`src/rtl/mem_port_arbiter_if.sv`:
```
// Bundle of the fetch, load/store and memory-side signals around mem_port_arbiter.
// The master modport is the arbiter's view; slave is the surrounding core/memory view.
interface mem_port_arbiter_if;
    logic        if_req;
    logic [31:0] if_addr;
    logic [31:0] if_rdata;
    logic        if_ready;

    logic        ls_readWr;
    logic        ls_writeWr;
    logic [31:0] ls_addr;
    logic [31:0] ls_wdata;
    logic [3:0]  ls_rmask;
    logic [3:0]  ls_wmask;
    logic [31:0] ls_rdata;
    logic        ls_ready;

    logic        mem_req;
    logic        mem_we;
    logic [31:0] mem_addr;
    logic [31:0] mem_wdata;
    logic [3:0]  mem_mask;
    logic [31:0] mem_rdata;
    logic        mem_ack;

    logic        stall;
    logic        bus_err;

    modport master (
        input  if_req, if_addr,
        output if_rdata, if_ready,
        input  ls_readWr, ls_writeWr, ls_addr, ls_wdata, ls_rmask, ls_wmask,
        output ls_rdata, ls_ready,
        output mem_req, mem_we, mem_addr, mem_wdata, mem_mask,
        input  mem_rdata, mem_ack,
        output stall, bus_err
    );

    modport slave (
        output if_req, if_addr,
        input  if_rdata, if_ready,
        output ls_readWr, ls_writeWr, ls_addr, ls_wdata, ls_rmask, ls_wmask,
        input  ls_rdata, ls_ready,
        input  mem_req, mem_we, mem_addr, mem_wdata, mem_mask,
        output mem_rdata, mem_ack,
        input  stall, bus_err
    );
endinterface

```
`src/rtl/mem_port_arbiter.sv`:
```
// Arbitrates the single data-memory port between instruction fetch and EXU load/store,
// with a timeout watchdog. Define ARB_RR_EN for round-robin grant under contention.
module mem_port_arbiter #(
    parameter int unsigned TIMEOUT = 255
) (
    input  logic               clk,
    input  logic               rst,
    mem_port_arbiter_if.master bus
);

    typedef enum logic [1:0] {
        IDLE  = 2'd0,
        FETCH = 2'd1,
        DATA  = 2'd2,
        RESP  = 2'd3
    } state_t;

    localparam logic [15:0] TIMEOUT_C = TIMEOUT[15:0];

    state_t      state_q, state_d;
    logic        req_q, req_d;
    logic        we_q, we_d;
    logic [31:0] addr_q, addr_d;
    logic [31:0] wdata_q, wdata_d;
    logic [3:0]  mask_q, mask_d;
    logic [31:0] if_rdata_q, if_rdata_d;
    logic [31:0] ls_rdata_q, ls_rdata_d;
    logic        if_ready_q, if_ready_d;
    logic        ls_ready_q, ls_ready_d;
    logic        bus_err_q, bus_err_d;
    logic [15:0] cnt_q, cnt_d;

    logic        ls_pending;
    logic        any_pending;
    logic        pick_data;
    logic [3:0]  grant_mask;
    logic [15:0] cnt_inc;
    logic [31:0] ack_rdata;
    logic        finish;
    logic [31:0] finish_rdata;

    assign ls_pending  = bus.ls_readWr | bus.ls_writeWr;
    assign any_pending = ls_pending | bus.if_req;
    assign cnt_inc     = cnt_q + 16'd1;
    // Only the data path can issue a write, and a store returns zero data.
    assign ack_rdata   = we_q ? 32'h0 : bus.mem_rdata;

`ifdef ARB_RR_EN
    logic last_data_q, last_data_d;

    // Under contention the requester that did not win the previous grant goes first.
    assign pick_data = ls_pending & (~bus.if_req | ~last_data_q);

    always_comb begin
        last_data_d = last_data_q;
        if (state_q == IDLE && any_pending) begin
            last_data_d = pick_data;
        end
    end

    always_ff @(posedge clk) begin
        if (rst) begin
            last_data_q <= 1'b0;
        end else begin
            last_data_q <= last_data_d;
        end
    end
`else
    assign pick_data = ls_pending;
`endif

    // Byte mask chosen at grant: write mask beats read mask; fetch is a full word.
    genvar gi;
    generate
        for (gi = 0; gi < 4; gi++) begin : g_mask
            assign grant_mask[gi] = pick_data
                                  ? (bus.ls_writeWr ? bus.ls_wmask[gi] : bus.ls_rmask[gi])
                                  : 1'b1;
        end
    endgenerate

    always_comb begin
        state_d      = state_q;
        req_d        = req_q;
        we_d         = we_q;
        addr_d       = addr_q;
        wdata_d      = wdata_q;
        mask_d       = mask_q;
        if_rdata_d   = if_rdata_q;
        ls_rdata_d   = ls_rdata_q;
        if_ready_d   = 1'b0;
        ls_ready_d   = 1'b0;
        bus_err_d    = bus_err_q;
        cnt_d        = cnt_q;
        finish       = 1'b0;
        finish_rdata = 32'h0;

        case (state_q)
            IDLE: begin
                if (any_pending) begin
                    state_d = pick_data ? DATA : FETCH;
                    req_d   = 1'b1;
                    we_d    = pick_data & bus.ls_writeWr;
                    addr_d  = pick_data ? bus.ls_addr : bus.if_addr;
                    wdata_d = pick_data ? bus.ls_wdata : 32'h0;
                    mask_d  = grant_mask;
                    cnt_d   = 16'd0;
                end
            end
            FETCH, DATA: begin
                if (bus.mem_ack) begin
                    finish       = 1'b1;
                    finish_rdata = ack_rdata;
                end else if (cnt_inc == TIMEOUT_C) begin
                    // Dead memory: abort with zero data and flag it until reset.
                    finish       = 1'b1;
                    finish_rdata = 32'h0;
                    bus_err_d    = 1'b1;
                end else begin
                    cnt_d = cnt_inc;
                end

                if (finish) begin
                    req_d   = 1'b0;
                    state_d = RESP;
                    if (state_q == FETCH) begin
                        if_rdata_d = finish_rdata;
                        if_ready_d = 1'b1;
                    end else begin
                        ls_rdata_d = finish_rdata;
                        ls_ready_d = 1'b1;
                    end
                end
            end
            RESP: begin
                state_d = IDLE;
            end
            default: begin
                state_d = IDLE;
            end
        endcase
    end

    always_ff @(posedge clk) begin
        if (rst) begin
            state_q    <= IDLE;
            req_q      <= 1'b0;
            we_q       <= 1'b0;
            addr_q     <= 32'h0;
            wdata_q    <= 32'h0;
            mask_q     <= 4'h0;
            if_rdata_q <= 32'h0;
            ls_rdata_q <= 32'h0;
            if_ready_q <= 1'b0;
            ls_ready_q <= 1'b0;
            bus_err_q  <= 1'b0;
            cnt_q      <= 16'd0;
        end else begin
            state_q    <= state_d;
            req_q      <= req_d;
            we_q       <= we_d;
            addr_q     <= addr_d;
            wdata_q    <= wdata_d;
            mask_q     <= mask_d;
            if_rdata_q <= if_rdata_d;
            ls_rdata_q <= ls_rdata_d;
            if_ready_q <= if_ready_d;
            ls_ready_q <= ls_ready_d;
            bus_err_q  <= bus_err_d;
            cnt_q      <= cnt_d;
        end
    end

    assign bus.mem_req   = req_q;
    assign bus.mem_we    = we_q;
    assign bus.mem_addr  = addr_q;
    assign bus.mem_wdata = wdata_q;
    assign bus.mem_mask  = mask_q;
    assign bus.if_rdata  = if_rdata_q;
    assign bus.if_ready  = if_ready_q;
    assign bus.ls_rdata  = ls_rdata_q;
    assign bus.ls_ready  = ls_ready_q;
    assign bus.bus_err   = bus_err_q;
    assign bus.stall     = ~rst & ((bus.if_req & ~if_ready_q) | (ls_pending & ~ls_ready_q));

endmodule

```
`src/flat_wrapper.sv`:
```
// flat-port wrapper written by rule: the top's interface ports become plain ports
module mem_port_arbiter_flat 
#(
    parameter int unsigned TIMEOUT = 255
)
  (clk, rst, bus_if_req, bus_if_addr, bus_if_rdata, bus_if_ready, bus_ls_readWr, bus_ls_writeWr, bus_ls_addr, bus_ls_wdata, bus_ls_rmask, bus_ls_wmask, bus_ls_rdata, bus_ls_ready, bus_mem_req, bus_mem_we, bus_mem_addr, bus_mem_wdata, bus_mem_mask, bus_mem_rdata, bus_mem_ack, bus_stall, bus_bus_err);
  mem_port_arbiter_if bus_i ();
  input  logic clk;
  input  logic rst;
  input wire logic [$bits(bus_i.if_req)-1:0] bus_if_req;
  input wire logic [$bits(bus_i.if_addr)-1:0] bus_if_addr;
  output wire logic [$bits(bus_i.if_rdata)-1:0] bus_if_rdata;
  output wire logic [$bits(bus_i.if_ready)-1:0] bus_if_ready;
  input wire logic [$bits(bus_i.ls_readWr)-1:0] bus_ls_readWr;
  input wire logic [$bits(bus_i.ls_writeWr)-1:0] bus_ls_writeWr;
  input wire logic [$bits(bus_i.ls_addr)-1:0] bus_ls_addr;
  input wire logic [$bits(bus_i.ls_wdata)-1:0] bus_ls_wdata;
  input wire logic [$bits(bus_i.ls_rmask)-1:0] bus_ls_rmask;
  input wire logic [$bits(bus_i.ls_wmask)-1:0] bus_ls_wmask;
  output wire logic [$bits(bus_i.ls_rdata)-1:0] bus_ls_rdata;
  output wire logic [$bits(bus_i.ls_ready)-1:0] bus_ls_ready;
  output wire logic [$bits(bus_i.mem_req)-1:0] bus_mem_req;
  output wire logic [$bits(bus_i.mem_we)-1:0] bus_mem_we;
  output wire logic [$bits(bus_i.mem_addr)-1:0] bus_mem_addr;
  output wire logic [$bits(bus_i.mem_wdata)-1:0] bus_mem_wdata;
  output wire logic [$bits(bus_i.mem_mask)-1:0] bus_mem_mask;
  input wire logic [$bits(bus_i.mem_rdata)-1:0] bus_mem_rdata;
  input wire logic [$bits(bus_i.mem_ack)-1:0] bus_mem_ack;
  output wire logic [$bits(bus_i.stall)-1:0] bus_stall;
  output wire logic [$bits(bus_i.bus_err)-1:0] bus_bus_err;
  assign bus_i.if_req = bus_if_req;
  assign bus_i.if_addr = bus_if_addr;
  assign bus_if_rdata = bus_i.if_rdata;
  assign bus_if_ready = bus_i.if_ready;
  assign bus_i.ls_readWr = bus_ls_readWr;
  assign bus_i.ls_writeWr = bus_ls_writeWr;
  assign bus_i.ls_addr = bus_ls_addr;
  assign bus_i.ls_wdata = bus_ls_wdata;
  assign bus_i.ls_rmask = bus_ls_rmask;
  assign bus_i.ls_wmask = bus_ls_wmask;
  assign bus_ls_rdata = bus_i.ls_rdata;
  assign bus_ls_ready = bus_i.ls_ready;
  assign bus_mem_req = bus_i.mem_req;
  assign bus_mem_we = bus_i.mem_we;
  assign bus_mem_addr = bus_i.mem_addr;
  assign bus_mem_wdata = bus_i.mem_wdata;
  assign bus_mem_mask = bus_i.mem_mask;
  assign bus_i.mem_rdata = bus_mem_rdata;
  assign bus_i.mem_ack = bus_mem_ack;
  assign bus_stall = bus_i.stall;
  assign bus_bus_err = bus_i.bus_err;
  mem_port_arbiter #(.TIMEOUT(TIMEOUT)) u_core (.clk(clk), .rst(rst), .bus(bus_i));
endmodule
```
`config.mk`:
```
export PLATFORM = sky130hd
export DESIGN_NAME = mem_port_arbiter_flat
export DESIGN_NICKNAME = d
export VERILOG_FILES = /design/src/rtl/mem_port_arbiter_if.sv /design/src/rtl/mem_port_arbiter.sv /design/src/flat_wrapper.sv
export SDC_FILE = /design/constraint.sdc
export NUM_CORES = 1
export LEC_CHECK = 0
export CAP_MARGIN = 15
export CORE_MARGIN = 8
export CORE_UTILIZATION = 33
export CTS_CLUSTER_SIZE = 14
export DETAILED_ROUTE_END_ITERATION = 10
export GPL_ROUTABILITY_DRIVEN = 0
export GPL_TIMING_DRIVEN = 0
export PLACE_DENSITY = 0.67
export SYNTH_ARGS = -nofsm -noshare
export SYNTH_HDL_FRONTEND = slang
export SYNTH_SLANG_ARGS = --single-unit
```
`constraint.sdc`:
```
create_clock -name clk -period 2.5 [get_ports clk]
set_clock_uncertainty 0.05 [all_clocks]
set_input_delay 0.25 -clock clk [delete_from_list [all_inputs] [get_ports clk]]
set_output_delay 0.25 -clock clk [all_outputs]
set_load 0.01 [all_outputs]
```
; ---- Word level (Yosys, flattened, before mapping)
; Index checks and enable logic that the tools add are counted.
; Widths: inputs -> output; s select.
[word_totals]
regBits = 155
latchBits = 0
ram_bits = 0
romBits = 0
in_bits = 142
out_inout_bits = 138
word_cells = 74
n_memories = 0
[classes]
add_sub_neg = 1
n_mul = 0
div_mod_pow = 0
order_cmp = 0
eq_ne = 8
shift = 0
n_mux = 28
bitwise_logic = 14
n_reduce_logical = 11
[op_table]
columns = operator, n
row1 = $mux 32, 4
row2 = $mux 16, 3
row3 = $pmux 16 s2, 1
row4 = $add 16x1->16 const B, 1
row5 = $eq 16x8->1 const B, 1
row6 = $mux 1, 15
row7 = $reduce_and 3->1, 4
row8 = $not 1->1, 7
row9 = $mux 2, 3
row10 = $pmux 2 s3, 1
row11 = $and 1x1->1, 4
row12 = $eq 2x2->1 const B, 2
row13 = $ne 2x1->1 const B, 2
row14 = $ne 2x2->1 const B, 2
row15 = $reduce_and 2->1, 2
row16 = $reduce_and 4->1, 1
row17 = $or 1x1->1, 3
row18 = $reduce_or 3->1, 1
row19 = $eq 2x1->1 const B, 1
row20 = $logic_not 2->1, 1
row21 = $pmux 1 s2, 1
row22 = $reduce_bool 2->1, 1
row23 = $reduce_or 2->1, 1

; ---- Depth between registers and ports, before layout
[depth]
ltp_word = 7
depth_mapped = 9

; ---- Worst setup path before layout
; No wires, ideal clock.
[synth_timing]
path_kind = register to register
from = register u_core.cnt_q[1]
to = register u_core.if_rdata_q[0], in the netlist u_core.bus.if_rdata[0]
setup_ns = 0.072
arrival_ns = 2.489
required_time_ns = 2.378
path_slack_ns = -0.111
path_stages_with_launch = 10
n_path_buf = 2
path_cell_list = dfxtp_1 ha_1 nand3_2 nor4_4 mux2_2 o2111a_1 buf_6 o21ai_4 buf_6 mux2i_1
[synth_between]
elab_chain_len = 6
[synth_lines]
columns = element, line_no
row1 = "start, declared", mem_port_arbiter.sv:31  ; logic [15:0] cnt_q, cnt_d;
row2 = "start signal, assigned", mem_port_arbiter.sv:170  ; cnt_q <= cnt_d;
row3 = $add 16x1->16, mem_port_arbiter.sv:44  ; assign cnt_inc = cnt_q + 16'd1;
row4 = $eq 16x8->1, mem_port_arbiter.sv:114  ; end else if (cnt_inc == TIMEOUT_C) begin
row5 = $mux 1, mem_port_arbiter.sv:114
row6 = $mux 1, mem_port_arbiter.sv:111  ; if (bus.mem_ack) begin
row7 = $mux 1, mem_port_arbiter.sv:98  ; case (state_q)
row8 = $reduce_and 3->1 (no source line), n/a
row9 = "end signal, assigned", mem_port_arbiter.sv:165  ; if_rdata_q <= if_rdata_d;
row10 = "end, declared", mem_port_arbiter.sv:26  ; logic [31:0] if_rdata_q, if_rdata_d;
; Every way passes these cells. The select of a mux whose other input is x is not followed.
; A chain may end at the register's enable or synchronous reset.

; ---- Final worst setup path
[layout_timing]
from = register u_core.cnt_q[1]
to = register u_core.state_q[0]
[layout_between]
elab_chain_len = 7
[layout_lines]
columns = element, line_no
row1 = $add 16x1->16, mem_port_arbiter.sv:44
row2 = $eq 16x8->1, mem_port_arbiter.sv:114
row3 = $mux 1, mem_port_arbiter.sv:114
row4 = $mux 1, mem_port_arbiter.sv:111
row5 = $mux 1, mem_port_arbiter.sv:98
row6 = $ne 2x1->1 (no source line), n/a
row7 = $reduce_and 2->1 (no source line), n/a
row8 = "end signal, assigned", mem_port_arbiter.sv:159  ; state_q <= state_d;
row9 = "end, declared", mem_port_arbiter.sv:20  ; state_t state_q, state_d;
; Every way passes these cells. The select of a mux whose other input is x is not followed.

==> impl_metrics.toml <==
[setup_path]
crit_slowest_cell = "dfxtp_4"
worstPathCellList = "buf_6 -> nand4_1 -> o31a_1 -> a2111oi_4 -> o2111a_1 -> buf_6 -> buf_4 -> nor4_1 -> a2111oi_2"
r2r-end = "u_core.state_q[0]"
path_max_fanout = 5
slowest_delay_ns = 0.37
cp.required_ns = 2.76
start_kind = "register"
path_buf_inv = 3
path_class = "register to register"
r2r_slack_ns = -0.0001
worstPathArrival_ns = 2.76
crit_family = "compound AO/OA/AOI/OAI gates"
cp-end-kind = "register"
crit_top_cell = "buf_6"
timing.rr.start = "u_core.cnt_q[1]"
rr_worst_depth = 9

[power_and_ir_drop]
p_comb_share_pct = 37.3
power.internal_mw = 6.35
p_sw_share_pct = 33.9
switchingPower_mw = 3.25
pwr-share-clk_pct = 29.9
powerDensity_nw_per_um2 = 875
power.leakage_nw = 4.35
ir_worst_vdd_v = 0.000575
p_seq_share_pct = 32.8

[synthesis]
synth_cells = 744
synth_cell_type_count = 59
synth_edf_count = 0
ys_seq_area_share_pct = 47.1
synth_area_sq_um = 6580
syn_area_per_cell_sq_um = 8.85
synth_top_area_cell = "dfxtp_1"
synthFlopType = "dfxtp_1"
synth.top_cell.area_share_pct = 47.1
synth.area.top_cells = "dfxtp_1 (47%), mux2i_1 (10%), nand2_1 (8.2%)"
synth_async_sr_flop_share_pct = 0
yosys_warnings = 0
synth_fp_nets = 893
ys_ff_latch = 155

[floorplan]
rows = 51
die_area_sq_um = 24700
core_area_sq_um = 19500
fp.dieW_um = 157
initial_core_util_pct = 33.7
io_pins = 280
die_h_um = 157

[hold_path]
whs_path_depth = 3
hold_path.class = "primary input to register"
hold_path_end = "u_core.cnt_q[9]"
hold_start = "rst"

[finish]
multiInputGateArea_sq_um = 3320
utilization_pct = 56.2
regArea_sq_um = 3120
nFillCells = 1776
layout.cells.non_filler = 1347
finalInstanceArea_sq_um = 11000
syn_to_final_growth_pct = 66.7
nets = 1218
drive_gt1_share_pct = 11.2

[route]
drtIter0Drc = 371
antenna_left = 0
wl_per_cell_um = 18.4
wirelength_um = 24800
drt_drc_violations_left = 0
dr.pass1.iters = 4
vias_per_cell = 5.06
via_count = 6815

[place]
placed_cells = 1286
postPlaceCellArea_sq_um = 9690
hpwl_um = 18000
dp_worst_setup_slack_ns = -0.636
port_buffers = 277

[timing]
hold_violations = 0
final_min_period_over_clock_period_pct = 100
max_slew.worst_pin.slew_ns = 0.827
setup_viol = 1
fmax_mhz = 400
fin_ws_ns = -0.000137
layout_min_cycle_time_ns = 2.50
rsz0062_at_grt = "yes"
drv_slew = 0
relSlewSlack_pct = 44.5

[clock_tree]
cts_made_buffers = 17
clockRootBuffer = "clkbuf_16"
clk_pin_slew_worst_paths_ns = 0.07
cts_sinks = 155
cts_buffer_depth = 2
h-tree-depth = 4
clock_latency_ns = 0.42
ctsHoldBuffers = 0
cts_tree = "built"

[global_route]
antenna_found_initial = 0
grt_start_max_net_pins = 17
grt_pass1_vias = 6742
grt_overflow = 0
grt_pass1_wl_um = 36900
track_usage_pct = 18.9

[outcome]
status = "complete, but fails checks"
violations = "negative setup slack"

[run]
drv_cap = 0
==> worst register-to-register path, stage by stage, from the launching register on <==
cell and delay (ns):
dfxtp_4 0.37, buf_6 0.11, nand4_1 0.19, o31a_1 0.33
a2111oi_4 0.37, o2111a_1 0.25, buf_6 0.14, buf_4 0.17
nor4_1 0.07, a2111oi_2 0.36
==> registers in the layout, summed over array words and instances, names as in the netlist, 2 cells and up <==
register	flops
u_core.cnt_q	16
u_core.state_q	2
u_core.bus.mem_wdata	32
u_core.bus.mem_mask	4
u_core.bus.ls_rdata	32
u_core.bus.mem_addr	32
u_core.bus.if_rdata	32
==> kinds of logic (layout without fill, tap and decap cells) <==
logic type | after synthesis | count (layout) | share of synthesized area [%]
DFF | 155 | 155 | 47.1
adders and majority gates | 7 | 7 | 1.33
other | 0 | 1 | 0
AOI/OAI and AO/OA | 153 | 153 | 17.1
buffers and inverters | 73 | 410 | 5.04
xor gates and xnor gates | 3 | 3 | 0.399
and+or+nand+nor | 283 | 283 | 18.3
muxes | 70 | 70 | 10.7
==> cells in the final DEF (no fill, tap or decap), types with 7 or more instances in the layout <==
cell type,instances
mux2i_1,68
a22oi_1,33
nand3_1,13
o21ai_0,35
a21oi_1,11
a311oi_1,33
nand2_1,142
clkbuf_1,37
nand4_1,7
clkdlybuf4s50_1,275
inv_1,12
clkbuf_16,22
dfxtp_1,147
buf_4,22
nor2_1,84
nor3_1,7
==> cell usage after synthesis, drive strengths merged (2+ instances only) <==
library cell and n:
nor2 86, a2111oi 2, mux2i 69, clkbuf 47
a22oi 33, or4 2, buf 12, or2 2
o2bb2ai 3, o21ai 40, a21oi 12, dfxtp 155
a31oi 5, nor3 10, inv 13, nand2 143
nor4 6, nand3 17, nand4 8, o31a 2
xnor2 2, o22ai 2, a211oi 5, o311ai 3
ha 7, a311oi 34, o31ai 3
==> power by group through the flow <==
stage,clock network (mW),logic [mW],registers [mW]
6_report,2.87,3.58,3.15
3_3_place_gp,0,3.20,3.19
5_1_grt,3.04,3.86,3.21
4_1_cts,2.94,3.37,3.15
3_5_place_dp,0,3.20,3.21
2_1_floorplan,0,1.42,3.38
==> layout make-up <==
cell class                      count  area share [%]
Inverter                           14           0.479
Clock buffer                       17            3.88
Tap cell                          265            3.02
Buffer                             58            3.32
Clock inverter                     14            2.05
Sequential cell                   155            28.4
Antenna cell                        1          0.0228
Multi-Input combinational cell    516            30.2
Timing Repair Buffer              307            28.6
==> metal layers <==
layer	global-route usage, %	routed length, um	vias to the layer above
met5	0	0	-
met4	6.48	442	0
met3	6.44	2390	28
met2	31.2	11700	285
met1	22.4	10200	3204
li1	-	-	3298
==> per-stage QoR <==
stage                     hold slack (ns)  power, mW  setup TNS, ns
after detailed placement            0.402       6.41         -63.33
after floorplan                     0.348       4.79              0
after global placement              0.394       6.39         -62.44
final                               0.339       9.60      -0.000137
after CTS                           0.327       9.45              0
after global routing                0.348       10.1          -1.24
==> how the worst max path moves through the flow <==
stage | startpoint | depth (start not counted) | slack [ns] | to
2_1_floorplan | u_core.cnt_q[1] | 9 | 0.02 | u_core.bus.if_rdata[0]
3_3_place_gp | bus_ls_writeWr | 8 | -0.67 | bus_stall
3_5_place_dp | bus_ls_writeWr | 8 | -0.64 | u_core.bus.mem_wdata[28]
4_1_cts | u_core.cnt_q[1] | 10 | 0.003 | u_core.bus.ls_rdata[30]
5_1_grt | u_core.cnt_q[1] | 9 | -0.09 | u_core.state_q[0]
6_report | u_core.cnt_q[1] | 9 | -0.0001 | u_core.state_q[0]
==> repair_timing <==
| action | 4_1_cts | 5_1_grt |
|---|---|---|
| endpoints found under the setup margin | 134 | 114 |
| cloned | 1 | 5 |
| pin swaps | 5 | 11 |
| setup buffers | 15 | 9 |
| gates resized for setup | 35 | 49 |
(Power assumes the default switching activity.)
